--- config.mk ---
export PLATFORM = sky130hd
export DESIGN_NAME = codec_config_sequencer
export DESIGN_NICKNAME = d
export VERILOG_FILES = /design/src/rtl/codec_config_sequencer.sv
export SDC_FILE = /design/constraint.sdc
export NUM_CORES = 1
export LEC_CHECK = 0
export BUFFER_PORTS_ARGS = -buffer_cell sky130_fd_sc_hd__buf_2
export CORE_MARGIN = 2
export CORE_UTILIZATION = 32
export DETAILED_ROUTE_END_ITERATION = 8
export PLACE_DENSITY = 0.53
export SYNTH_ARGS = -nofsm -noshare
export SYNTH_HDL_FRONTEND = slang
export SYNTH_SLANG_ARGS = --single-unit
export TNS_END_PERCENT = 100
--- constraint.sdc ---
create_clock -name CLOCK_50 -period 6.2 [get_ports CLOCK_50]
set_input_delay 1.86 -clock CLOCK_50 [delete_from_list [all_inputs] [get_ports CLOCK_50]]
set_output_delay 1.86 -clock CLOCK_50 [all_outputs]
set_load 0.02 [all_outputs]
--- src/rtl/codec_config_sequencer.sv ---
// codec_config_sequencer
// Walks the WM8731 power-up register table and issues one 3-byte I2C write per
// entry through an external transfer engine. NACKed writes are retried. After
// the codec reset write (entry 0) the sequencer idles for a settle interval.
// audio_enable rises only once every entry has been acknowledged, so it can
// hold the audio datapath in reset until then.
module codec_config_sequencer #(
  parameter logic [7:0] CODEC_ADDR    = 8'h34,
  parameter int         RETRY_MAX     = 3,
  parameter int         SETTLE_CYCLES = 50000,
  parameter bit         AUTO_START    = 1'b1
) (
  input  logic        CLOCK_50,
  input  logic        reset,
  input  logic        start,
  input  logic        use_mic_input,
  output logic        i2c_go,
  output logic [23:0] i2c_data,
  input  logic        i2c_busy,
  input  logic        i2c_done,
  input  logic        i2c_ack_err,
  output logic        busy,
  output logic        config_done,
  output logic        config_error,
  output logic [3:0]  reg_index,
  output logic        audio_enable
);

  localparam int SETTLE_W = (SETTLE_CYCLES < 1) ? 1 : $clog2(SETTLE_CYCLES + 1);
  localparam int RETRY_W  = (RETRY_MAX < 1) ? 1 : $clog2(RETRY_MAX + 1);
  localparam logic [3:0]          LAST_INDEX  = 4'd10;
  localparam logic [SETTLE_W-1:0] SETTLE_LAST = SETTLE_W'(SETTLE_CYCLES - 1);
  localparam logic [RETRY_W-1:0]  RETRY_LIMIT = RETRY_W'(RETRY_MAX);

  typedef enum logic [2:0] {
    S_IDLE,
    S_ISSUE,
    S_WAIT,
    S_CHECK,
    S_SETTLE,
    S_NEXT,
    S_DONE,
    S_FAIL
  } state_t;

  // Register table entry as {7-bit register address, 9-bit value}.
  function automatic logic [15:0] table_entry(input logic [3:0] idx, input logic mic);
    logic [6:0] addr;
    logic [8:0] value;
    addr  = 7'd0;
    value = 9'h000;
    case (idx)
      4'd0:    begin addr = 7'd15; value = 9'h000; end
      4'd1:    begin addr = 7'd0;  value = 9'h017; end
      4'd2:    begin addr = 7'd1;  value = 9'h017; end
      4'd3:    begin addr = 7'd2;  value = 9'h06B; end
      4'd4:    begin addr = 7'd3;  value = 9'h06B; end
      4'd5:    begin addr = 7'd4;  value = mic ? 9'h015 : 9'h012; end
      4'd6:    begin addr = 7'd5;  value = 9'h000; end
      4'd7:    begin addr = 7'd6;  value = 9'h000; end
      4'd8:    begin addr = 7'd7;  value = 9'h00A; end
      4'd9:    begin addr = 7'd8;  value = 9'h000; end
      4'd10:   begin addr = 7'd9;  value = 9'h001; end
      default: begin addr = 7'd0;  value = 9'h000; end
    endcase
    return {addr, value};
  endfunction

  state_t              r_state;
  logic                r_auto;
  logic                r_mic;
  logic                r_nack;
  logic                r_go;
  logic                r_busy;
  logic                r_done;
  logic                r_error;
  logic [3:0]          r_index;
  logic [23:0]         r_data;
  logic [RETRY_W-1:0]  r_retry;
  logic [SETTLE_W-1:0] r_settle;

  logic [3:0]  w_next_index;
  logic [15:0] w_next_entry;
  logic [15:0] w_first_entry;

  assign w_next_index  = r_index + 4'd1;
  assign w_next_entry  = table_entry(w_next_index, r_mic);
  // Entry 0 is built from the live pin because the mic selection is latched on the same edge.
  assign w_first_entry = table_entry(4'd0, use_mic_input);

  // Sequencer state machine; every output comes straight from a register here.
  always_ff @(posedge CLOCK_50) begin
    if (!reset) begin
      r_state  <= S_IDLE;
      r_auto   <= AUTO_START;
      r_mic    <= 1'b0;
      r_nack   <= 1'b0;
      r_go     <= 1'b0;
      r_busy   <= 1'b0;
      r_done   <= 1'b0;
      r_error  <= 1'b0;
      r_index  <= 4'd0;
      r_data   <= 24'd0;
      r_retry  <= '0;
      r_settle <= '0;
    end else begin
      r_go <= 1'b0;
      case (r_state)
        S_IDLE, S_DONE, S_FAIL: begin
          if (start || r_auto) begin
            r_auto  <= 1'b0;
            r_mic   <= use_mic_input;
            r_index <= 4'd0;
            r_retry <= '0;
            r_done  <= 1'b0;
            r_error <= 1'b0;
            r_busy  <= 1'b1;
            r_data  <= {CODEC_ADDR, w_first_entry};
            r_state <= S_ISSUE;
          end
        end
        S_ISSUE: begin
          if (!i2c_busy) begin
            r_go    <= 1'b1;
            r_state <= S_WAIT;
          end
        end
        S_WAIT: begin
          if (i2c_done) begin
            r_nack  <= i2c_ack_err;
            r_state <= S_CHECK;
          end
        end
        S_CHECK: begin
          if (!r_nack) begin
            if ((r_index == 4'd0) && (SETTLE_CYCLES > 0)) begin
              r_settle <= '0;
              r_state  <= S_SETTLE;
            end else begin
              r_state <= S_NEXT;
            end
          end else if (r_retry < RETRY_LIMIT) begin
            r_retry <= r_retry + RETRY_W'(1);
            r_state <= S_ISSUE;
          end else begin
            r_error <= 1'b1;
            r_busy  <= 1'b0;
            r_state <= S_FAIL;
          end
        end
        S_SETTLE: begin
          if (r_settle == SETTLE_LAST) begin
            r_state <= S_NEXT;
          end else begin
            r_settle <= r_settle + SETTLE_W'(1);
          end
        end
        S_NEXT: begin
          r_retry <= '0;
          if (r_index == LAST_INDEX) begin
            r_done  <= 1'b1;
            r_busy  <= 1'b0;
            r_state <= S_DONE;
          end else begin
            r_index <= w_next_index;
            r_data  <= {CODEC_ADDR, w_next_entry};
            r_state <= S_ISSUE;
          end
        end
        default: begin
          r_state <= S_IDLE;
        end
      endcase
    end
  end

  assign i2c_go       = r_go;
  assign i2c_data     = r_data;
  assign busy         = r_busy;
  assign config_done  = r_done;
  assign config_error = r_error;
  assign reg_index    = r_index;
  assign audio_enable = r_done;

endmodule
# Word-level counts from Yosys, hierarchy flattened
# Index checks and enable logic that the tools add are counted.
# totals
reg_bits,56
inputBits,7
output_inout_bits,33
wordCells,106
# classes
add_sub_neg,3
order_cmp,1
n_eq_ne,31
n_mux,38
reduce_logical,21
# op_table
operator,n
$mux 16,3
$mux 24,2
$pmux 24 s2,1
$pmux 4 s10,1
$pmux 7 s5,1
$pmux 16 s2,1
$mux 3,8
$ne 2x2->1 const B,12
$pmux 3 s6,1
$add 16x1->16 const B,1
$eq 16x16->1 const B,1
$eq 4x3->1 const B,4
$eq 4x4->1 const B,4
$reduce_and 4->1,4
$eq 3x3->1 const B,4
$mux 1,10
$eq 4x2->1 const B,2
$logic_not 4->1,2
$mux 4,2
$pmux 4 s2,1
$eq 3x2->1 const B,2
$mux 2,3
$pmux 2 s3,1
$reduce_and 2->1,3
other kinds (15),20

# Longest topological paths before layout
# Gate-level depths: netlist (run 1).
# depth
ltp_word,6
ltp_mapped,8
mapped_depth_nobuf,7

# Worst setup path after synthesis (run 1)
# OpenSTA, ideal clock, no wires.
# synth_timing
kind,input port to flip-flop
startpoint,input start
endpoint,register r_data[12] (netlist: i2c_data[12])
setup_time_ns,0.074
t_arrival_ns,2.878
t_required_ns,6.126
path_slack_ns,3.248
cell_stages,6
path_buffers,1
cell_sequence,nor2_1 o31ai_1 and3_1 clkbuf_1 o21ai_0 a31oi_1
# synth_via
elab_chain_len,3
# synth_rtl
item,line,source
"start, declared",15,"input logic start,"
$logic_or 1x1->1,110,if (start || r_auto) begin
$ne 2x2->1 (no line),n/a,
$reduce_and 3->1 (no line),n/a,
"end signal, assigned",118,"r_data <= {CODEC_ADDR, w_first_entry};"
"end signal, assigned",166,"r_data <= {CODEC_ADDR, w_next_entry};"
"end, declared",78,logic [23:0] r_data;
# Every way passes these cells.
# A chain may end at the register's enable or synchronous reset.

# Worst setup path after layout (run 1)
# layout_timing
startpoint,register r_index[2] (netlist: reg_index[2])
endpoint,output reg_index[2]
# layout_rtl
item,line,source
"start, declared",77,logic [3:0] r_index;
"start signal, assigned",165,r_index <= w_next_index;
"end, declared",25,"output logic [3:0] reg_index,"
# No word-level cell between the ends.

==> results of run 1 <==
==> flip-flops by register name, indices dropped and copies added (netlist names), 2 cells and up <==
| signal | count |
|---|---|
| reg_index | 4 |
| i2c_data | 11 |
| r_state | 3 |
| r_retry | 2 |
| r_settle | 16 |
==> power by group <==
| part | switching (mW) | total [mW] | internal [mW] |
|---|---|---|---|
| clock network | 0.0986 | 0.229 | 0.130 |
| registers | 0.0547 | 0.373 | 0.319 |
| logic | 0.213 | 0.323 | 0.110 |
| total | 0.366 | 0.926 | 0.560 |
==> per-stage QoR <==
step           utilization, %  power [mW]  instance area, um2  worst slack, ps
2_1_floorplan               -       0.624                2460             3250
3_3_place_gp             35.1       0.701                2560             2830
3_5_place_dp             35.1       0.702                2560             2800
4_1_cts                  36.8       0.935                2680             3020
5_1_grt                  36.8       0.990                2680             2910
6_report                 36.8       0.926                2680             3030
==> worst min path at each step <==
stage,start,end,slack [ps],cells after the start
floorplan,r_retry[1]$_SDFFE_PN0P_,r_retry[1]$_SDFFE_PN0P_,450,2
global placement,i2c_data[1]$_SDFFE_PN0P_,i2c_data[1]$_SDFFE_PN0P_,440,2
detailed placement,i2c_data[4]$_SDFFE_PN0P_,i2c_data[4]$_SDFFE_PN0P_,450,2
CTS,i2c_data[4]$_SDFFE_PN0P_,i2c_data[4]$_SDFFE_PN0P_,460,2
global route,i2c_data[4]$_SDFFE_PN0P_,i2c_data[4]$_SDFFE_PN0P_,480,2
finish,i2c_data[4]$_SDFFE_PN0P_,i2c_data[4]$_SDFFE_PN0P_,450,2
==> routing by layer <==
metal,track usage [%],vias to the layer above,wire [um]
met5,0,-,0
met4,3.54,0,49
met3,2.57,4,129
met2,24.6,30,2770
met1,18.6,1000,2700
li1,-,1106,-
==> cell families (layout without fill, tap and decap cells) <==
family | count (synthesis) | in the layout | share of synthesized area [%]
mux | 2 | 2 | 0.825
compound gates | 84 | 84 | 22.0
other cells | 1 | 10 | 0.154
flops | 43 | 43 | 35.5
simple gates | 116 | 116 | 23.3
xor+xnor | 17 | 17 | 6.13
fa+ha+maj | 7 | 7 | 3.51
buf+inv | 41 | 48 | 8.61
==> final cells by class <==
class	instances	area [um2]	share of cell area, %
clock buffer	6	82.6	3.08
clock inverter	2	35.0	1.31
inverter	11	41.3	1.54
multi-input combinational	236	1390	51.9
sequential	43	861	32.1
tap	99	124	4.62
timing repair buffer	29	145	5.42
==> cell usage in the layout, fill, tap and decap left out, types with 3 or more instances in the layout <==
cell / instances
nand3b_1: 3
and3_1: 4
a22oi_1: 3
or3_1: 3
nand4_1: 7
conb_1: 10
a31oi_1: 4
ha_1: 6
a2111oi_0: 3
buf_2: 29
dfxtp_1: 43
nand2_1: 30
nor3_1: 8
o21ai_0: 23
a211oi_1: 6
nor2_1: 38
a21oi_1: 30
nand3_1: 7
clkbuf_8: 6
inv_1: 11
xnor2_1: 17
nand2b_1: 3
==> results.rst, run 1 <==
.. list-table::
   :header-rows: 1

   * - Metric
     - Value
   * - Share of post-route cells with drive strength above 1
     - around an eighth
   * - Kind of cell with the highest combined delay on the critical path
     - flip-flops
   * - Vias per std cell
     - 5.02
   * - H-tree Lvls
     - 2
   * - Ranking of synthesized cells by area
     - dfxtp_1 (35%), a21oi_1 (6.2%), xnor2_1 (6.1%)
   * - Post-Synthesis Cell Area
     - between 0.002 and 0.0025 mm2
   * - Proportion of synthesized chip area in sequential cells
     - between 30% and 40%
   * - Cell accounting for the most synthesized area
     - dfxtp_1
   * - Per-instance average area after synthesis
     - just under 8 um2
   * - Detailed placer's ending HPWL
     - approximately 3900 um
   * - GRT Overall Usage
     - about 14%
   * - Critical path endpoint category
     - output pin
   * - Placed Cells
     - around 420
   * - Pwr/cell area
     - approximately 350 mW/mm2
   * - RR Startpoint
     - r_settle[3]$_SDFFE_PN0P_
   * - Buffer and inverter count on the worst path
     - 1
   * - Status
     - completed
   * - Chip height
     - between 90 and 100 um
   * - R2R depth
     - 5
   * - DR vias
     - 2140
   * - Max frequency
     - around 320 MHz
   * - Critical path depth
     - 1
   * - Pleak
     - 0.983 nW
   * - Type of element launching the critical path
     - flop
   * - Total of buffers placed on input and output ports
     - 29
   * - Slew headroom
     - about two fifths
   * - Type of the worst min-delay path
     - flop to flop
   * - Buffers inserted by post-CTS timing repair
     - 0
   * - Largest fanout of any net on the critical path
     - 21
   * - Clock tree root buffer cell
     - clkbuf_8
   * - Share of the synthesized area in the top cell type
     - between 30% and 40%
   * - Worst setup path startpoint
     - reg_index[2]$_SDFFE_PN0P_
   * - Summed negative setup slack over all endpoints
     - 0 ps
   * - TritonCTS sink count
     - 43
   * - End point of the critical path
     - reg_index[2]
   * - First-pass iteration count of the detailed router
     - 4
   * - Maximum number of pins on one net before global-route repair
     - 22
   * - Net count reported at finish
     - roughly 340
   * - Layout fillers
     - roughly 810
   * - Commonest register cell after synthesis
     - dfxtp_1
   * - Critical setup path kind
     - flop to output pin
   * - Final critical path time including I/O delays and setup
     - roughly 3200 ps
   * - Top cells by count, synth
     - dfxtp_1 (43), nor2_1 (38), a21oi_1 (30), nand2_1 (30), o21ai_0 (23)
   * - #FFs+latches synth
     - 43
   * - Crit path max-delay cell type
     - dfxtp_1
   * - Worst slew pin tran
     - between 900 and 1000 ps
   * - Wire length of the first global-routing pass
     - 9870 um
   * - Antenna violations before repair
     - 0
   * - CTS buffer count
     - 5
   * - Area of the die
     - slightly above 0.008 mm2
   * - Grt total ovfl
     - 0
   * - Number of rows created at floorplan
     - 31
   * - Number of antenna-violating nets in the routed design
     - 0
   * - Violation count after the first detailed-route iteration
     - a little over 100
   * - Arr. time, crit path
     - 1310 ps
   * - Width of the die
     - between 90 and 100 um
   * - Share of synthesized flip-flops with an asynchronous set or reset
     - 0%
   * - Inserted Diodes
     - 0
   * - Hold slack final
     - around 450 ps
   * - RSZ-0062 raised after global routing
     - false
   * - Max stage delay on crit path
     - 740 ps
   * - Yosys Warn Count
     - 0
   * - Area growth from synthesis to layout
     - 10.4%
   * - DRT Wirelength
     - between 5000 and 6000 um
   * - Final weighted congestion of routability-driven global placement
     - 0.828
   * - CTS Buffer Depth
     - 2
   * - Required arrival time at the worst endpoint
     - roughly 4300 ps
   * - Setup Viol. Count Final
     - 0
   * - Cts-stage hold buffer count
     - 0
   * - CTS tree
     - done
   * - Critical register-to-register path endpoint
     - r_state[2]$_SDFFE_PN0P_
   * - Post-layout instance count excluding filler cells
     - approximately 430
   * - Top-Level Pins
     - 40
   * - Clock-pin transition on the worst setup and hold timing paths
     - about 90 ps
   * - Via count of the first global-routing pass
     - approximately 2000
   * - Maximum ir drop on the vdd rail
     - about 0.00018 V
   * - Cells along the critical path
     - buf_2
   * - Max-capacitance violation count
     - 0
   * - Cell with the most instances after synthesis
     - dfxtp_1
   * - Clock Latency Late Sink
     - 290 ps
   * - Number of cells produced by synthesis
     - 311
   * - Number of failing hold endpoints at the final stage
     - 0
   * - Number of enable flip-flop cells after synthesis
     - 0
   * - Initial core utilization
     - 33.3%
   * - Post-route fraction of the period consumed by the critical path
     - approximately half
   * - Layout Skew
     - about 8.3 ps
   * - Detail-routed net length per standard cell
     - 13.3 um
   * - Placeable core region
     - 0.00729 mm2
   * - Flop2flop setup slack
     - approximately 3500 ps
   * - Number of different library cells in the post-synthesis netlist
     - 49
   * - Number of pins with negative max-slew slack in the final report
     - 0
   * - DRC viols
     - 0
   * - PostCTS Resize Cnt
     - 0
Note: power is estimated with default switching activity, not from simulation.
==> run 2, diff against run 1 <==
Clock period 6.2 ns to 3.25 ns, I/O delays scaled along.
==> results.rst, run 2 (same netlist as run 1, synthesis figures left out) <==
.. list-table::
   :header-rows: 1

   * - Metric
     - Value
   * - Status
     - completed (unchanged)
   * - PostCTS Resize Cnt
     - 0 (unchanged)
   * - Number of failing hold endpoints at the final stage
     - 0 (unchanged)
   * - Arr. time, crit path
     - 2600 ps (was 1310 ps)
   * - Number of rows created at floorplan
     - 31 (unchanged)
   * - RR Startpoint
     - r_state[2]$_SDFFE_PN0P_ (was r_settle[3]$_SDFFE_PN0P_)
   * - Net switching power
     - 0.692 mW (was 0.366 mW)
   * - Type of element launching the critical path
     - flop (unchanged)
   * - Type of the worst min-delay path
     - flop to flop (unchanged)
   * - Sequential cell fraction of total power
     - 42.8% (was 40.3%)
   * - Critical setup path kind
     - flop to flop (was flop to output pin)
   * - Number of antenna-violating nets in the routed design
     - 0 (unchanged)
   * - Buffer and inverter count on the worst path
     - 1 (unchanged)
   * - Final critical path time including I/O delays and setup
     - ~2400 ps
   * - DRT Wirelength
     - 5680 um (was 5650 um)
   * - Fraction of power consumed by combinational cells
     - 37.0% (was 34.9%)
   * - DR vias
     - 2174 (was 2140)
   * - Max stage delay on crit path
     - 650 ps (was 740 ps)
   * - Detailed placer's ending HPWL
     - 4050 um (was 3930 um)
   * - Clock Latency Late Sink
     - 300 ps (was 290 ps)
   * - Width of the die
     - 91.1 um (unchanged)
   * - Final weighted congestion of routability-driven global placement
     - 0.864 (was 0.828)
   * - Total of buffers placed on input and output ports
     - 29 (unchanged)
   * - Top-Level Pins
     - 40 (unchanged)
   * - Kind of cell with the highest combined delay on the critical path
     - compound AO/OA/AOI/OAI gates (was flip-flops)
   * - Inserted Diodes
     - 0 (unchanged)
   * - Max-capacitance violation count
     - 0 (unchanged)
   * - Grt total ovfl
     - 0 (unchanged)
   * - R2R depth
     - 6 (was 5)
   * - Flip-flop count of the largest register, all copies and words added
     - 16 (unchanged)
   * - Largest Register
     - r_settle (unchanged)
   * - Summed negative setup slack over all endpoints
     - 0 ps (unchanged)
   * - Met2 usage in global routing
     - 25.3% (was 24.6%)
   * - Maximum number of pins on one net before global-route repair
     - 22 (unchanged)
   * - H-tree Lvls
     - 2 (unchanged)
   * - Worst slew pin tran
     - 734 ps (was 907 ps)
   * - Placeable core region
     - 0.00729 mm2 (unchanged)
   * - Number of pins with negative max-slew slack in the final report
     - 0 (unchanged)
   * - CTS tree
     - done (unchanged)
   * - Pleak
     - 0.978 nW (was 0.983 nW)
   * - Critical register-to-register path endpoint
     - r_settle[10]$_SDFFE_PN0P_ (was r_state[2]$_SDFFE_PN0P_)
   * - Startpoint of the tightest hold check path
     - i2c_data[1]$_SDFFE_PN0P_ (was i2c_data[4]$_SDFFE_PN0P_)
   * - TritonCTS sink count
     - 43 (unchanged)
   * - Wire length of the first global-routing pass
     - 9740 um (was 9870 um)
   * - Detail-routed net length per standard cell
     - 13.2 um (was 13.3 um)
   * - Slew headroom
     - 51.0% (was 39.3%)
   * - Crit path max-delay cell type
     - dfxtp_1 (unchanged)
   * - Met1 track utilization from global routing
     - 17.6% (was 18.6%)
   * - Chip height
     - 91.1 um (unchanged)
   * - Buffers inserted by post-CTS timing repair
     - 0 (unchanged)
   * - Clock Power Share
     - 20.2% (was 24.7%)
   * - CTS Buffer Depth
     - 2 (unchanged)
   * - Area growth from synthesis to layout
     - 9.85% (was 10.4%)
   * - Power Internal
     - 0.976 mW (was 0.560 mW)
   * - Clock tree root buffer cell
     - clkbuf_8 (unchanged)
   * - Via count of the first global-routing pass
     - 2061 (was 2028)
   * - Area of the die
     - 0.00830 mm2 (unchanged)
   * - Setup Viol. Count Final
     - 0 (unchanged)
   * - Cells along the critical path
     - nor3b_1, o41ai_4, buf_4, a2111oi_0, xnor2_1, nor2_1 (was buf_2)
   * - Hold path cells
     - 2 (unchanged)
   * - Vias per std cell
     - 5.07 (was 5.02)
   * - Max frequency
     - 414 MHz
   * - Initial core utilization
     - 33.3% (unchanged)
   * - Area occupied by multi-input gates
     - 0.00139 mm2 (unchanged)
   * - Largest fanout of any net on the critical path
     - 17 (was 21)
   * - Antenna violations before repair
     - 0 (unchanged)
   * - Most used routing layer
     - met2 (unchanged)
   * - Maximum ir drop on the vdd rail
     - 0.000250 V (was 0.000177 V)
   * - End point of the worst hold path
     - i2c_data[1]$_SDFFE_PN0P_ (was i2c_data[4]$_SDFFE_PN0P_)
   * - Pwr/cell area
     - 626 mW/mm2 (was 345 mW/mm2)
   * - Leading cell type in the layout, fill and taps excluded
     - dfxtp_1 (unchanged)
   * - Violation count after the first detailed-route iteration
     - 123 (was 103)
   * - RSZ-0062 raised after global routing
     - false (unchanged)
   * - Cts-stage hold buffer count
     - 0 (unchanged)
   * - Required arrival time at the worst endpoint
     - 3430 ps (was 4340 ps)
   * - Critical path endpoint category
     - flop (was output pin)
   * - GRT Overall Usage
     - 14.3% (about the same)
   * - Met3 GRT Util
     - 2.57% (unchanged)
   * - Post-route fraction of the period consumed by the critical path
     - 74.3%
   * - Hold slack final
     - 455 ps (was 453 ps)
   * - First-pass iteration count of the detailed router
     - 4 (unchanged)
   * - CTS buffer count
     - 5 (unchanged)
   * - Clock-pin transition on the worst setup and hold timing paths
     - 90 ps (about the same)
   * - Switching share of total power
     - 41.5% (was 39.6%)
   * - Share of post-route cells with drive strength above 1
     - 13.0% (was 12.8%)
   * - Layout fillers
     - 811 (was 805)
   * - Flop2flop setup slack
     - 840 ps (was 3470 ps)
   * - Total power
     - 1.67 mW (was 0.926 mW)
   * - Layout Skew
     - 11.5 ps (was 8.34 ps)
   * - DRC viols
     - 0 (unchanged)
   * - Sequential standard cell area
     - 861 um2 (unchanged)
   * - Net count reported at finish
     - 342 (was 339)
   * - Highest-count cells in the layout ignoring fill and taps
     - dfxtp_1 (43), nor2_1 (38), a21oi_1 (30), nand2_1 (30), buf_2 (29) (unchanged)
## run 2: area by class of cell
| type | count | area share, % |
|---|---|---|
| timing repair buffer | 32 | 6.29 |
| multi-input combinational | 236 | 52.2 |
| sequential | 43 | 32.3 |
| clock buffer | 7 | 2.86 |
| clock inverter | 1 | 0.188 |
| tap | 99 | 4.65 |
| inverter | 11 | 1.55 |
## run 2: worst max-delay path by stage
| stage | to | cells after the start | slack [ps] | from |
|---|---|---|---|---|
| finish | r_settle[10]$_SDFFE_PN0P_ | 6 | 840 | r_state[2]$_SDFFE_PN0P_ |
| global route | r_settle[10]$_SDFFE_PN0P_ | 6 | 600 | r_state[2]$_SDFFE_PN0P_ |
| CTS | r_settle[10]$_SDFFE_PN0P_ | 6 | 840 | r_state[2]$_SDFFE_PN0P_ |
| detailed placement | i2c_data[2]$_SDFFE_PN0P_ | 6 | 710 | start |
| global placement | reg_index[3]$_SDFFE_PN0P_ | 6 | 770 | start |
| floorplan | i2c_data[12]$_SDFFE_PN0P_ | 6 | 1180 | start |
## run 2: per-layer routing
| layer | part of all wire (%) | wire length (um) | vias up |
|---|---|---|---|
| met3 | 2.5 | 144 | 6 |
| li1 | - | - | 1106 |
| met2 | 50 | 2830 | 29 |
| met4 | 0.95 | 54 | 0 |
| met1 | 47 | 2650 | 1033 |
| met5 | 0 | 0 | - |
## run 2: power groups by stage
stage | Clock (mW) | Combinational [mW] | Sequential [mW]
2_1_floorplan | 0 | 0.458 | 0.733
3_3_place_gp | 0 | 0.618 | 0.724
3_5_place_dp | 0 | 0.625 | 0.724
4_1_cts | 0.352 | 0.626 | 0.711
5_1_grt | 0.372 | 0.701 | 0.734
6_report | 0.338 | 0.617 | 0.713
## run 2: worst register-to-register path, cell delays in order (launching register included)
cell and delay [ps]:
dfxtp_1 650, nor3b_1 490, o41ai_4 230, buf_4 220, a2111oi_0 480, xnor2_1 180, nor2_1 50
## run 2: through the flow
| step | setup slack (ps) | utilization, % | cells | area, um2 |
|---|---|---|---|---|
| floorplan | 1180 | - | 320 | 2460 |
| global placement | 770 | 35.4 | 421 | 2580 |
| detailed placement | 709 | 35.4 | 421 | 2580 |
| CTS | 842 | 36.6 | 429 | 2670 |
| global route | 603 | 36.6 | 429 | 2670 |
| finish | 835 | 36.6 | 429 | 2670 |
==> run 3, diff against run 2 <==
Settings changed: ABC_AREA set to 1, PLACE_DENSITY 0.53 to 0.55.
Clock period 3.25 ns to 1.9 ns, I/O delays scaled along.
==> results.rst, run 3 <==
.. list-table::
   :header-rows: 1

   * - Metric
     - Value
   * - Kind of cell with the highest combined delay on the critical path
     - compound AO/OA/AOI/OAI gates (unchanged)
   * - Area of the die
     - 0.00864 mm2 (was 0.00830 mm2)
   * - Arr. time, crit path
     - 1860 ps (was 2600 ps)
   * - Maximum ir drop on the vdd rail
     - 0.000609 V (was 0.000250 V)
   * - Type of element launching the critical path
     - flop (unchanged)
   * - CTS buffer count
     - 5 (unchanged)
   * - Cts-stage hold buffer count
     - 0 (unchanged)
   * - Via count of the first global-routing pass
     - 2320 (was 2061)
   * - Largest fanout of any net on the critical path
     - 19 (was 17)
   * - Violation count after the first detailed-route iteration
     - 90 (was 123)
   * - Share of synthesized flip-flops with an asynchronous set or reset
     - 0% (unchanged)
   * - Commonest register cell after synthesis
     - dfxtp_1 (unchanged)
   * - Width of the die
     - 93.0 um (was 91.1 um)
   * - Post-route fraction of the period consumed by the critical path
     - 86.0% (was 74.3%)
   * - Net count reported at finish
     - 430 (was 342)
   * - Area growth from synthesis to layout
     - 11.6% (was 9.85%)
   * - Max-capacitance violation count
     - 0 (unchanged)
   * - CTS Buffer Depth
     - 2 (unchanged)
   * - Crit path max-delay cell type
     - dfxtp_2 (was dfxtp_1)
   * - Number of different library cells in the post-synthesis netlist
     - 33 (was 49)
   * - First-pass iteration count of the detailed router
     - 4 (unchanged)
   * - Grt total ovfl
     - 0 (unchanged)
   * - DRT Wirelength
     - 6090 um (was 5680 um)
   * - Clock tree root buffer cell
     - clkbuf_8 (unchanged)
   * - Top cells by count, synth
     - nand2_1 (111), dfxtp_1 (43), a21oi_1 (35), nor2_1 (34), nand3_1 (32) (was dfxtp_1 (43), nor2_1 (38), a21oi_1 (30), nand2_1 (30), o21ai_0 (23))
   * - TritonCTS sink count
     - 43 (unchanged)
   * - Total of buffers placed on input and output ports
     - 29 (unchanged)
   * - Buffers inserted by post-CTS timing repair
     - 0 (unchanged)
   * - Maximum number of pins on one net before global-route repair
     - 20 (was 22)
   * - Final critical path time including I/O delays and setup
     - 1630 ps (was 2410 ps)
   * - Number of rows created at floorplan
     - 32 (was 31)
   * - Max stage delay on crit path
     - 360 ps (was 650 ps)
   * - Total power
     - 3.03 mW (was 1.67 mW)
   * - Proportion of synthesized chip area in sequential cells
     - 34.0% (was 35.5%)
   * - Flip-flop count of the largest register, all copies and words added
     - 16 (unchanged)
   * - Max frequency
     - 612 MHz (was 414 MHz)
   * - Layout Skew
     - 4.26 ps (was 11.5 ps)
   * - Number of antenna-violating nets in the routed design
     - 0 (unchanged)
   * - Share of post-route cells with drive strength above 1
     - 16.3% (was 13.0%)
   * - Inserted Diodes
     - 0 (unchanged)
   * - Number of pins with negative max-slew slack in the final report
     - 0 (unchanged)
   * - Clock Latency Late Sink
     - 290 ps (was 300 ps)
   * - Sequential standard cell area
     - 862 um2 (was 861 um2)
   * - Highest-count cells in the layout ignoring fill and taps
     - nand2_1 (111), dfxtp_1 (42), a21oi_1 (35) (was dfxtp_1 (43), nor2_1 (38), a21oi_1 (30), nand2_1 (30), buf_2 (29))
   * - Summed negative setup slack over all endpoints
     - 0 ps (unchanged)
   * - Critical path endpoint category
     - flop (unchanged)
   * - Layout fillers
     - 883 (was 811)
   * - Ranking of synthesized cells by area
     - dfxtp_1 (34%), nand2_1 (16%), a21oi_1 (6.9%) (was dfxtp_1 (35%), a21oi_1 (6.2%), xnor2_1 (6.1%))
   * - Post-Synthesis Cell Area
     - 0.00253 mm2 (was 0.00243 mm2)
   * - Cells along the critical path
     - inv_1, ha_1, nand3_1, o21ai_1, nand2_4, inv_2, nand2_1, a21oi_1 (was nor3b_1, o41ai_4, buf_4, a2111oi_0, xnor2_1, nor2_1)
   * - DR vias
     - 2480 (was 2174)
   * - Per-instance average area after synthesis
     - 6.56 um2 (was 7.80 um2)
   * - RSZ-0062 raised after global routing
     - false (unchanged)
   * - Cell with the most instances after synthesis
     - nand2_1 (was dfxtp_1)
   * - Wire length of the first global-routing pass
     - 10700 um (was 9740 um)
   * - CTS tree
     - done (unchanged)
   * - Chip height
     - 93.0 um (was 91.1 um)
   * - Number of cells produced by synthesis
     - 386 (was 311)
   * - Type of the worst min-delay path
     - primary input to flop (was flop to flop)
   * - Cell accounting for the most synthesized area
     - dfxtp_1 (unchanged)
   * - Initial core utilization
     - 32.9% (was 33.3%)
   * - Top-Level Pins
     - 40 (unchanged)
   * - Pleak
     - 1.21 nW (was 0.978 nW)
   * - Hold slack final
     - 458 ps (was 455 ps)
   * - Number of failing hold endpoints at the final stage
     - 0 (unchanged)
   * - Largest Register
     - r_settle (unchanged)
   * - Leading cell type in the layout, fill and taps excluded
     - nand2_1 (was dfxtp_1)
   * - Status
     - completed (unchanged)
   * - PostCTS Resize Cnt
     - 0 (unchanged)
   * - Setup Viol. Count Final
     - 0 (unchanged)
   * - Buffer and inverter count on the worst path
     - 2 (was 1)
   * - Detailed placer's ending HPWL
     - 4580 um (was 4050 um)
   * - Required arrival time at the worst endpoint
     - 2130 ps (was 3430 ps)
   * - Final weighted congestion of routability-driven global placement
     - 0.868 (was 0.864)
   * - #FFs+latches synth
     - 43 (unchanged)
   * - Vias per std cell
     - 4.79 (was 5.07)
   * - Clock-pin transition on the worst setup and hold timing paths
     - 80 ps (was 90 ps)
   * - H-tree Lvls
     - 2 (unchanged)
   * - Yosys Warn Count
     - 0 (unchanged)
   * - Detail-routed net length per standard cell
     - 11.8 um (was 13.2 um)
   * - Placeable core region
     - 0.00769 mm2 (was 0.00729 mm2)
   * - Number of enable flip-flop cells after synthesis
     - 0 (unchanged)
   * - Pwr/cell area
     - 1070 mW/mm2 (was 626 mW/mm2)
   * - Antenna violations before repair
     - 0 (unchanged)
   * - GRT Overall Usage
     - 15.2% (was 14.3%)
   * - DRC viols
     - 0 (unchanged)
   * - Critical setup path kind
     - flop to flop (unchanged)
   * - Area occupied by multi-input gates
     - 0.00141 mm2 (was 0.00139 mm2)
   * - Share of the synthesized area in the top cell type
     - 34.0% (was 35.5%)
-- run 3: worst reg2reg max path, cell delays in order (launching register included) --
cell and delay [ps]:
dfxtp_2 360, inv_1 80, ha_1 210, nand3_1 90
o21ai_1 260, nand2_4 200, inv_2 180, nand2_1 70
a21oi_1 120
-- run 3: cell families after synthesis --
logic type / count (synthesis) / share of synthesized area, %
simple gates: 214 / 37.7
xor+xnor: 4 / 1.38
buf+inv: 61 / 11.8
other cells: 1 / 0.148
flops: 43 / 34.0
compound gates: 57 / 12.0
fa+ha+maj: 6 / 2.96
-- run 3: where the power goes --
group	internal, mW	total [mW]	switching (mW)
logic	0.411	1.34	0.928
clock network	0.245	0.544	0.299
registers	1.05	1.15	0.107
-- run 3: metrics by stage --
stage | instance area (um2) | utilization, % | cells | worst slack (ps)
after global placement | 2750 | 35.7 | 512 | 231
final | 2830 | 36.8 | 518 | 266
after CTS | 2820 | 36.7 | 518 | 163
after global routing | 2830 | 36.8 | 518 | 27.4
after detailed placement | 2750 | 35.7 | 512 | 161
after floorplan | 2570 | - | 395 | 252
-- run 3: final timing paths --
check / slack (ps) / to / cells past startpoint / from
hold / removal: 460 / i2c_go$_SDFF_PN0_ / 2 / i2c_busy
hold reg to reg: 460 / busy$_SDFFE_PN0P_ / 2 / busy$_SDFFE_PN0P_
setup reg to reg: 270 / r_settle[6]$_SDFFE_PN0P_ / 8 / reg_index[1]$_SDFFE_PN0P_
setup / recovery: 270 / r_settle[6]$_SDFFE_PN0P_ / 8 / reg_index[1]$_SDFFE_PN0P_
-- run 3: routing by layer --
metal | vias to the layer above | wire length, um | part of all wire, % | GRT usage (%)
met5 | - | 0 | 0 | 0
met4 | 0 | 84 | 1.4 | 4.29
met3 | 10 | 177 | 2.9 | 2.85
met2 | 41 | 2870 | 47 | 26.0
met1 | 1135 | 2970 | 49 | 19.4
li1 | 1294 | - | - | -
-- run 3: area by class of cell --
| class | count | share of cell area (%) |
|---|---|---|
| Sequential cell | 43 | 30.5 |
| Tap cell | 102 | 4.52 |
| Inverter | 39 | 5.18 |
| Timing Repair Buffer | 37 | 7.26 |
| Clock buffer | 6 | 2.57 |
| Multi-Input combinational cell | 291 | 50.0 |
